[config.mk]
export PLATFORM = sky130hd
export DESIGN_NAME = instr_fetch_queue
export DESIGN_NICKNAME = d
export VERILOG_FILES = /design/src/rtl/mips_defs.sv /design/src/rtl/fetch_fifo.sv /design/src/rtl/instr_fetch_queue.sv
export SDC_FILE = /design/constraint.sdc
export NUM_CORES = 1
export LEC_CHECK = 0
export BUFFER_PORTS_ARGS = -buffer_cell sky130_fd_sc_hd__buf_4
export CAP_MARGIN = 10
export CORE_ASPECT_RATIO = 0.5
export CORE_MARGIN = 10
export CORE_UTILIZATION = 28
export CTS_CLUSTER_DIAMETER = 80
export CTS_CLUSTER_SIZE = 28
export DETAILED_ROUTE_END_ITERATION = 8
export PLACE_DENSITY = 0.53
export SLEW_MARGIN = 30
export SYNTH_ARGS = -nofsm -noshare
export SYNTH_HDL_FRONTEND = slang
export SYNTH_SLANG_ARGS = --single-unit
[constraint.sdc]
create_clock -name i_clk -period 4.05 [get_ports i_clk]
set_input_delay 0.81 -clock i_clk [delete_from_list [all_inputs] [get_ports i_clk]]
set_output_delay 0.81 -clock i_clk [all_outputs]
set_load 0.02 [all_outputs]
[src/rtl/mips_defs.sv]
// Shared fetch-stage definitions: reset PC, instruction-memory window and the
// layout of one queued fetch entry.
package mips_defs;

  localparam logic [31:0] PC_RESET    = 32'h0000_3000;
  localparam logic [31:0] IM_BASE_DEF = PC_RESET;
  localparam int          IM_AW_DEF   = 10;
  localparam logic [31:0] NOP         = 32'h0000_0000;

  typedef struct packed {
    logic [31:0] pc;
    logic [31:0] instr;
    logic        adel;
  } fetch_entry_t;

  localparam int FETCH_ENTRY_W = $bits(fetch_entry_t);

  // Misaligned, below the IM window, or at/after base + 4*2^aw.
  function automatic logic fetch_addr_bad(input logic [31:0] pc,
                                          input logic [31:0] base,
                                          input int          aw);
    logic [31:0] off;
    off = pc - base;
    return (pc[1:0] != 2'b00) || (pc < base) || ((off >> (aw + 2)) != 32'h0000_0000);
  endfunction

endpackage

[src/rtl/fetch_fifo.sv]
// Generic DEPTH x W synchronous FIFO with occupancy, zeroed head when empty
// and a synchronous clear that overrides push/pop.
module fetch_fifo #(
  parameter int DEPTH = 2,
  parameter int W     = 65
) (
  input  logic                       i_clk,
  input  logic                       i_clear,
  input  logic                       i_push,
  input  logic [W-1:0]               i_data,
  input  logic                       i_pop,
  output logic [$clog2(DEPTH+1)-1:0] o_occ,
  output logic                       o_empty,
  output logic [W-1:0]               o_head
);

  localparam int PW = (DEPTH > 1) ? $clog2(DEPTH) : 1;
  localparam int OW = $clog2(DEPTH + 1);

  logic [W-1:0]  r_mem [DEPTH];
  logic [PW-1:0] r_head;
  logic [PW-1:0] r_tail;
  logic [OW-1:0] r_occ;
  logic          w_full;
  logic          w_push;
  logic          w_pop;

  function automatic logic [PW-1:0] ptr_next(input logic [PW-1:0] p);
    return (p == PW'(DEPTH - 1)) ? {PW{1'b0}} : p + PW'(1);
  endfunction

  assign o_empty = (r_occ == {OW{1'b0}});
  assign w_full  = (r_occ == OW'(DEPTH));
  assign w_pop   = i_pop & ~o_empty;
  // A push into a full queue is only legal when the head leaves in the same cycle.
  assign w_push  = i_push & (~w_full | w_pop);
  assign o_occ   = r_occ;
  assign o_head  = o_empty ? {W{1'b0}} : r_mem[r_head];

  // Pointer and occupancy bookkeeping.
  always_ff @(posedge i_clk) begin
    if (i_clear) begin
      r_head <= {PW{1'b0}};
      r_tail <= {PW{1'b0}};
      r_occ  <= {OW{1'b0}};
    end else begin
      r_head <= w_pop  ? ptr_next(r_head) : r_head;
      r_tail <= w_push ? ptr_next(r_tail) : r_tail;
      case ({w_push, w_pop})
        2'b10:   r_occ <= r_occ + OW'(1);
        2'b01:   r_occ <= r_occ - OW'(1);
        default: r_occ <= r_occ;
      endcase
    end
  end

  // Entry storage; contents are only visible through occupancy, so no reset.
  always_ff @(posedge i_clk) begin
    if (w_push) begin
      r_mem[r_tail] <= i_data;
    end
  end

endmodule

[src/rtl/instr_fetch_queue.sv]
// Fetch stage: issues one synchronous IM read per accepted PC, queues the
// returned {pc, instr, adel} tuples and back-pressures the PC when full.
module instr_fetch_queue
  import mips_defs::*;
#(
  parameter int          DEPTH   = 2,
  parameter int          IM_AW   = IM_AW_DEF,
  parameter logic [31:0] IM_BASE = IM_BASE_DEF
) (
  input  logic             i_clk,
  input  logic             i_reset,
  input  logic [31:0]      i_pc_addr,
  output logic             o_pc_stall,
  input  logic             i_flush,
  output logic             o_im_req,
  output logic [IM_AW-1:0] o_im_addr,
  input  logic [31:0]      i_im_rdata,
  output logic             o_out_valid,
  input  logic             i_out_ready,
  output logic [31:0]      o_out_pc,
  output logic [31:0]      o_out_instr,
  output logic             o_out_adel
);

  localparam int OW = $clog2(DEPTH + 1);
  localparam int SW = OW + 1;

  logic [OW-1:0] w_occ;
  logic          w_empty;
  logic          w_pop;
  logic          w_bad;
  logic          w_issue;
  logic          w_clear;
  logic [SW-1:0] w_committed;
  fetch_entry_t  w_push_data;
  fetch_entry_t  w_head;

  logic          r_if_valid;
  logic [31:0]   r_if_pc;
  logic          r_if_bad;

  assign w_pop   = ~w_empty & i_out_ready;
  assign w_bad   = fetch_addr_bad(i_pc_addr, IM_BASE, IM_AW);
  assign w_clear = i_reset | i_flush;

  // Slots already spoken for: queued plus in flight, less the one leaving now.
  assign w_committed = SW'(w_occ) + SW'(r_if_valid) - SW'(w_pop);
  assign w_issue     = ~i_flush & (w_committed < SW'(DEPTH));

  assign o_im_req   = w_issue & ~w_bad;
  assign o_im_addr  = IM_AW'((i_pc_addr - IM_BASE) >> 2);
  assign o_pc_stall = ~w_issue & ~i_flush;

  assign w_push_data.pc    = r_if_pc;
  assign w_push_data.instr = r_if_bad ? NOP : i_im_rdata;
  assign w_push_data.adel  = r_if_bad;

  // In-flight fetch: the PC issued last cycle whose IM data arrives this cycle.
  always_ff @(posedge i_clk) begin
    if (w_clear) begin
      r_if_valid <= 1'b0;
      r_if_pc    <= 32'h0000_0000;
      r_if_bad   <= 1'b0;
    end else begin
      r_if_valid <= w_issue;
      r_if_pc    <= i_pc_addr;
      r_if_bad   <= w_bad;
    end
  end

  fetch_fifo #(
    .DEPTH (DEPTH),
    .W     (FETCH_ENTRY_W)
  ) u_fifo (
    .i_clk   (i_clk),
    .i_clear (w_clear),
    .i_push  (r_if_valid),
    .i_data  (w_push_data),
    .i_pop   (w_pop),
    .o_occ   (w_occ),
    .o_empty (w_empty),
    .o_head  (w_head)
  );

  assign o_out_valid = ~w_empty;
  assign o_out_pc    = w_head.pc;
  assign o_out_instr = w_head.instr;
  assign o_out_adel  = w_head.adel;

endmodule
# After elaboration in Yosys (flattened, before gate mapping)
# Memories as Yosys holds them, arrays and structs flattened. A register that Yosys moved wholly into a read port is not among the register bits.
# Cells that the tools add are included.
dict set report classes {
  bitwise_logic 13
  n_eq_ne 3
  add_sub_neg 7
  reduce_logical 6
  n_lt_le_gt_ge 2
  n_shift 0
  mux 9
  multipliers 0
  div 0
}
# cell count
set op_table {}
lappend op_table {{$mux 65} 1}
lappend op_table {{$lt 32x14->1 const B} 1}
lappend op_table {{$mux 32} 1}
lappend op_table {{$reduce_bool 32->1} 1}
lappend op_table {{$sub 32x14->32 const B} 1}
lappend op_table {{$and 1x1->1} 6}
lappend op_table {{$mux 1} 6}
lappend op_table {{$not 1->1} 5}
lappend op_table {{$eq 2x2->1 const B} 2}
lappend op_table {{$pmux 2 s2} 1}
lappend op_table {{$reduce_bool 2->1} 2}
lappend op_table {{$add 2x1->3} 1}
lappend op_table {{$lt 3x2->1 const B} 1}
lappend op_table {{$sub 3x1->3} 1}
lappend op_table {{$add 1x1->1 const B} 2}
lappend op_table {{$add 2x1->2 const B} 1}
lappend op_table {{$eq 2x1->1 const B} 1}
lappend op_table {{$logic_not 2->1} 1}
lappend op_table {{$logic_or 1x1->1} 2}
lappend op_table {{$or 1x1->1} 2}
lappend op_table {{$sub 2x1->2 const B} 1}
dict set report totals {
  romBits 0
  memories 1
  register_bits 38
  ramBits 130
  output_inout_bits 78
  latchBits 0
}
# memory depth word_bits read_ports rd_clocked_by_memory_dff write_ports line_no
set mem_list {}
lappend mem_list {u_fifo.r_mem 2 65 1 1 1 fetch_fifo.sv:20} ;# logic [W-1:0] r_mem [DEPTH];

# Depth between registers and ports, before layout
dict set report logic_depth {
  depth_word 8
  depth_mapped 9
  depth_no_buf 8
}

# Hierarchy
# From an unflattened synthesis, not the netlist that was laid out.
dict set report hier_totals {
  hier_cells 440
  hier_area_um2 6533.8
}
# mod n_inst cells_each seq_area_each_um2 area_each_um2
set by_module_without_submodules {}
lappend by_module_without_submodules {fetch_fifo 1 304 4003.8 5171.2}
lappend by_module_without_submodules {instr_fetch_queue 1 136 680.7 1362.6}

# Worst setup path after synthesis
# OpenSTA, ideal clock, no wires.
dict set report synth_path {
  path_kind {input to register}
  startpoint {input port i_out_ready}
  endpoint {memory u_fifo.r_mem[1][0] (enable)}
  slack_ns -0.166
  cell_stages 3
  arrival_ns 3.727
  path_cell_list {nor3b_1 -> nand2b_1 -> nor2_1}
}
dict set report synth_between {
  elab_chain_len 6
}
# item line_no
set synth_lines {}
lappend synth_lines {{start: declaration} instr_fetch_queue.sv:19} ;# input logic i_out_ready,
lappend synth_lines {{$and 1x1->1} instr_fetch_queue.sv:42} ;# assign w_pop = ~w_empty & i_out_ready;
lappend synth_lines {{$and 1x1->1} fetch_fifo.sv:34} ;# assign w_pop = i_pop & ~o_empty;
lappend synth_lines {{$or 1x1->1} fetch_fifo.sv:36} ;# assign w_push = i_push & (~w_full | w_pop);
lappend synth_lines {{$and 1x1->1} fetch_fifo.sv:36}
lappend synth_lines {{$mux 1} fetch_fifo.sv:59} ;# if (w_push) begin
lappend synth_lines {{$mux 1 (not written as such)} fetch_fifo.sv:60} ;# r_mem[r_tail] <= i_data;
lappend synth_lines {{end: declaration} fetch_fifo.sv:20}
# No other way between the ends.

# Worst setup path after layout
dict set report layout_path {
  startpoint {register u_fifo.r_occ[1], in the netlist u_fifo.o_occ[1]}
  endpoint {output port o_im_req}
}
dict set report layout_between {
  elab_chain_len 7
  elab_cells_between_ends 8
  cone_classes {2 x add/sub; 1 x order compare; 4 x bitwise; 1 x reduce/logical}
}
# item line_no
set layout_lines {}
lappend layout_lines {{start: declaration} fetch_fifo.sv:23} ;# logic [OW-1:0] r_occ;
lappend layout_lines {{start signal: assignment} fetch_fifo.sv:45} ;# r_occ <= {OW{1'b0}};
lappend layout_lines {{start signal: assignment} fetch_fifo.sv:50} ;# 2'b10: r_occ <= r_occ + OW'(1);
lappend layout_lines {{start signal: assignment} fetch_fifo.sv:51} ;# 2'b01: r_occ <= r_occ - OW'(1);
lappend layout_lines {{branches (longest 3 deep; another with $add 2x1->3)} --}
lappend layout_lines {{$sub 3x1->3 *} instr_fetch_queue.sv:47} ;# assign w_committed = SW'(w_occ) + SW'(r_if_valid) - SW'(w_pop);
lappend layout_lines {{$lt 3x2->1 *} instr_fetch_queue.sv:48} ;# assign w_issue = ~i_flush & (w_committed < SW'(DEPTH));
lappend layout_lines {{$and 1x1->1 *} instr_fetch_queue.sv:48}
lappend layout_lines {{$and 1x1->1 *} instr_fetch_queue.sv:50} ;# assign o_im_req = w_issue & ~w_bad;
lappend layout_lines {{end: declaration} instr_fetch_queue.sv:15} ;# output logic o_im_req,
# Every way passes the cells marked *.

==> impl_metrics.csv <==
group,metric,value,unit
synthesis,cell_accounting_for_the_most_synthesized_area,"sky130_fd_sc_hd__edfxtp_1",
timing,fin_crit,3.62,ns
grt,grt_antenna_before_repair,0,
worst_setup_path,cp_data_required_time,3.24,ns
clocking,max-clock-path-buffers,2,
cells_and_area,layout.core_utilization,0.373,
routing,antenna_viol_nets_final,0,
synthesis,postSynthCellCount,439,
grt,grt_pass1_wl,23.1,mm
timing,fmax,276,MHz
synthesis,ys_dominant_reg_cell,"sky130_fd_sc_hd__edfxtp_1",
routing,detail_route.first_pass.iterations,4,
place,detailedPlacementHpwl,10.4,mm
clocking,cts_sinks,169,
grt,grt-ovfl-total,0,
timing,relSlewSlack,0.538,
floorplanning,fp.dieH,127,µm
clocking,cts_root_buffer,"sky130_fd_sc_hd__clkbuf_16",
worst_hold_path,min_from,"r_if_pc[27]",
synthesis,post_synth.cell_area_avg,14.7,µm²
cells_and_area,drive_above_1_share,0.318,
cells_and_area,final_nets,651,
clocking,cts_inserted_buffers,17,
clocking,h-tree-depth,4,
routing,routedWlPerCell,16.8,µm
place,gp_routability_congestion,0.735,
clocking,clock_latency,0.42,ns
clocking,post_cts.resized_instances,0,
clocking,cts_tree,"built",
worst_setup_path,worst_setup_path_startpoint,"u_fifo.o_occ[1]",
power,peakVddDrop,252,µV
cells_and_area,fill_cells,2217,
power,leakagePower,3.10,nW
cells_and_area,areaGrowthSynthToFinish,31.4,%
floorplanning,io_pins,146,
timing,finalHoldViolCount,0,
clocking,post_cts_hold_buffer_count,0,
timing,setup_violations,0,
worst_setup_path,setup.worst_path.end_class,"primary output",
power,finalPower,3.85,mW
synthesis,ys_ff_latch,169,
synthesis,synth_area,6450,µm²
cells_and_area,final_common_cell,"sky130_fd_sc_hd__buf_4",
synthesis,asyncSetResetFlopFracSynth,0,
floorplanning,placement_rows,39,
grt,grt_pass1_vias,3961,
worst_setup_path,worstReg2RegStart,"u_fifo.o_occ[1]",
synthesis,synthesis.nets,509,
worst_setup_path,timing.critical_path.from_type,"flip-flop",
routing,drt-total-wl,15.2,mm
floorplanning,start_util,0.284,
grt,grtUsageTotal,0.0989,
routing,vias,3729,
worst_setup_path,critical_path_class,"reg2out",
floorplanning,dieArea,29900,µm²
synthesis,ys_warn_count,0,
timing,fin_tns_setup,0,ns
timing,transition_time_of_the_tightest_slew_check_pin,0.692,ns
place,buffer_ports.inserted,145,
routing,detail_route.drc_violations,0,
worst_setup_path,rr_worst_depth,4,
cells_and_area,layout.cells.most_common_list,"sky130_fd_sc_hd__buf_4 (151), sky130_fd_sc_hd__edfxtp_1 (130), sky130_fd_sc_hd__nor2_1 (68)",
timing,slew_violations,0,
timing,final_min_period_over_clock_period,0.894,
worst_hold_path,hold_end,"u_fifo.r_mem[0][60]",
clocking,clkTransAtPathRegs,0.06,ns
routing,drt-initial-drc-count,153,
routing,drt-vias-per-instance,4.14,
synthesis,synth_top_cell_area_share,0.605,
floorplanning,die_x,235,µm
synthesis,synth_cell_type_count,28,
worst_setup_path,worstPathArrival,2.81,ns
cells_and_area,n_antenna_cell,0,
worst_setup_path,crit-reg2reg-capture,"u_fifo.r_mem[0][25]",
run,maxCapViolations,0,
timing,finalClockSkew,0.0116,ns
worst_setup_path,regToRegSetupSlack,1.85,ns
power,pwr_density_cell,454,nW/µm²
synthesis,synth_edf_count,130,
worst_hold_path,hold_path.class,"reg2reg",
timing,grt_setup_unrepaired,"no",
run_status,status,"completed",
worst_hold_path,worstHoldPathCells,0,
synthesis,top_post_synthesis_cells_by_area,"sky130_fd_sc_hd__edfxtp_1 (61%), sky130_fd_sc_hd__dfxtp_1 (12%), sky130_fd_sc_hd__mux2i_1 (10%), sky130_fd_sc_hd__nor2_1 (4.1%), sky130_fd_sc_hd__nor2b_1 (3.3%)",
grt,maximum_number_of_pins_on_one_net_before_global_route_repair,40,
worst_setup_path,critical_path_peak_fanout,9,
synthesis,ys_seq_area_frac,0.726,
floorplanning,core_area,22700,µm²
clocking,post-cts-setup-buffer-count,0,
==> final cells by class <==
class	count	area, µm²	share of cell area
Sequential cell	169	4690	0.553
Multi-Input combinational cell	233	1570	0.185
Timing Repair Buffer	154	1190	0.141
Clock buffer	21	483	0.0570
Tap cell	307	384	0.0453
Clock inverter	11	133	0.0157
Inverter	6	22.5	0.00266
==> critical path, cell delays in order (launching register included) <==
cell and delay (ns):
sky130_fd_sc_hd__dfxtp_1 0.43, sky130_fd_sc_hd__o21ai_0 0.35, sky130_fd_sc_hd__inv_1 0.08, sky130_fd_sc_hd__ha_1 0.29
sky130_fd_sc_hd__nand2b_1 0.15, sky130_fd_sc_hd__fa_1 0.39, sky130_fd_sc_hd__xnor2_1 0.22, sky130_fd_sc_hd__nand2_1 0.11
sky130_fd_sc_hd__nor4_1 0.18, sky130_fd_sc_hd__buf_4 0.19
==> power breakdown <==
group	leakage, nW	switching [mW]	total (mW)	internal [mW]
Combinational	1.28	0.128	0.236	0.108
Sequential	1.52	0.0178	1.94	1.93
Clock	0.303	0.675	1.67	0.993
==> worst max path at each step <==
stage / end / cells after the start / slack [ns]
2_1_floorplan: o_im_req / 8 / 0.58
3_3_place_gp: o_im_req / 10 / 0.65
3_5_place_dp: o_im_req / 10 / 0.59
4_1_cts: o_im_req / 9 / 0.43
5_1_grt: o_im_req / 9 / 0.20
6_report: o_im_req / 9 / 0.43
==> sequential cells by signal (all words and copies together) (netlist names), named ones only <==
register,cells
u_fifo.r_mem,130
r_if_pc,32
u_fifo.o_occ,2
r_if_bad,1
r_if_valid,1
u_fifo.r_head,1
u_fifo.r_tail,1
==> cells by family after synthesis <==
| family | share of synthesized area |
|---|---|
| xor gates and xnor gates | 0.00272 |
| buffers and inverters | 0.0332 |
| AOI/OAI and AO/OA | 0.00737 |
| DFF | 0.726 |
| muxes | 0.104 |
| adders and majority gates | 0.00504 |
| and+or+nand+nor | 0.121 |
==> Yosys cell counts, types with 2 or more instances <==
cell and count:
sky130_fd_sc_hd__edfxtp_1 130, sky130_fd_sc_hd__nor2_1 71, sky130_fd_sc_hd__mux2i_1 67, sky130_fd_sc_hd__dfxtp_1 39, sky130_fd_sc_hd__nor2b_1 34, sky130_fd_sc_hd__and2_1 32, sky130_fd_sc_hd__buf_4 16, sky130_fd_sc_hd__clkbuf_1 8
sky130_fd_sc_hd__buf_2 6, sky130_fd_sc_hd__inv_1 6, sky130_fd_sc_hd__nor4_1 5, sky130_fd_sc_hd__a21oi_1 3, sky130_fd_sc_hd__nand2b_1 3, sky130_fd_sc_hd__o21ai_0 3, sky130_fd_sc_hd__nand2_1 2, sky130_fd_sc_hd__nor3_1 2
==> routing by layer <==
layer | GRT usage | up-vias | wire length (µm)
met5 | 0 | - | 0
met4 | 0.0272 | 0 | 80
met3 | 0.0248 | 4 | 382
met2 | 0.186 | 47 | 8520
met1 | 0.110 | 1867 | 6200
li1 | - | 1811 | -
==> stage by stage <==
step | std cells | cell area [µm²] | worst slack, ns | hold slack [ns]
final | 901 | 8470 | 0.430 | 0.426
after global routing | 901 | 8470 | 0.199 | 0.428
after CTS | 901 | 8470 | 0.429 | 0.425
after detailed placement | 869 | 7860 | 0.590 | 0.410
after global placement | 869 | 7860 | 0.650 | 0.406
after floorplan | 439 | 6450 | 0.583 | 0.404
Power figures use the tool's default switching activity.
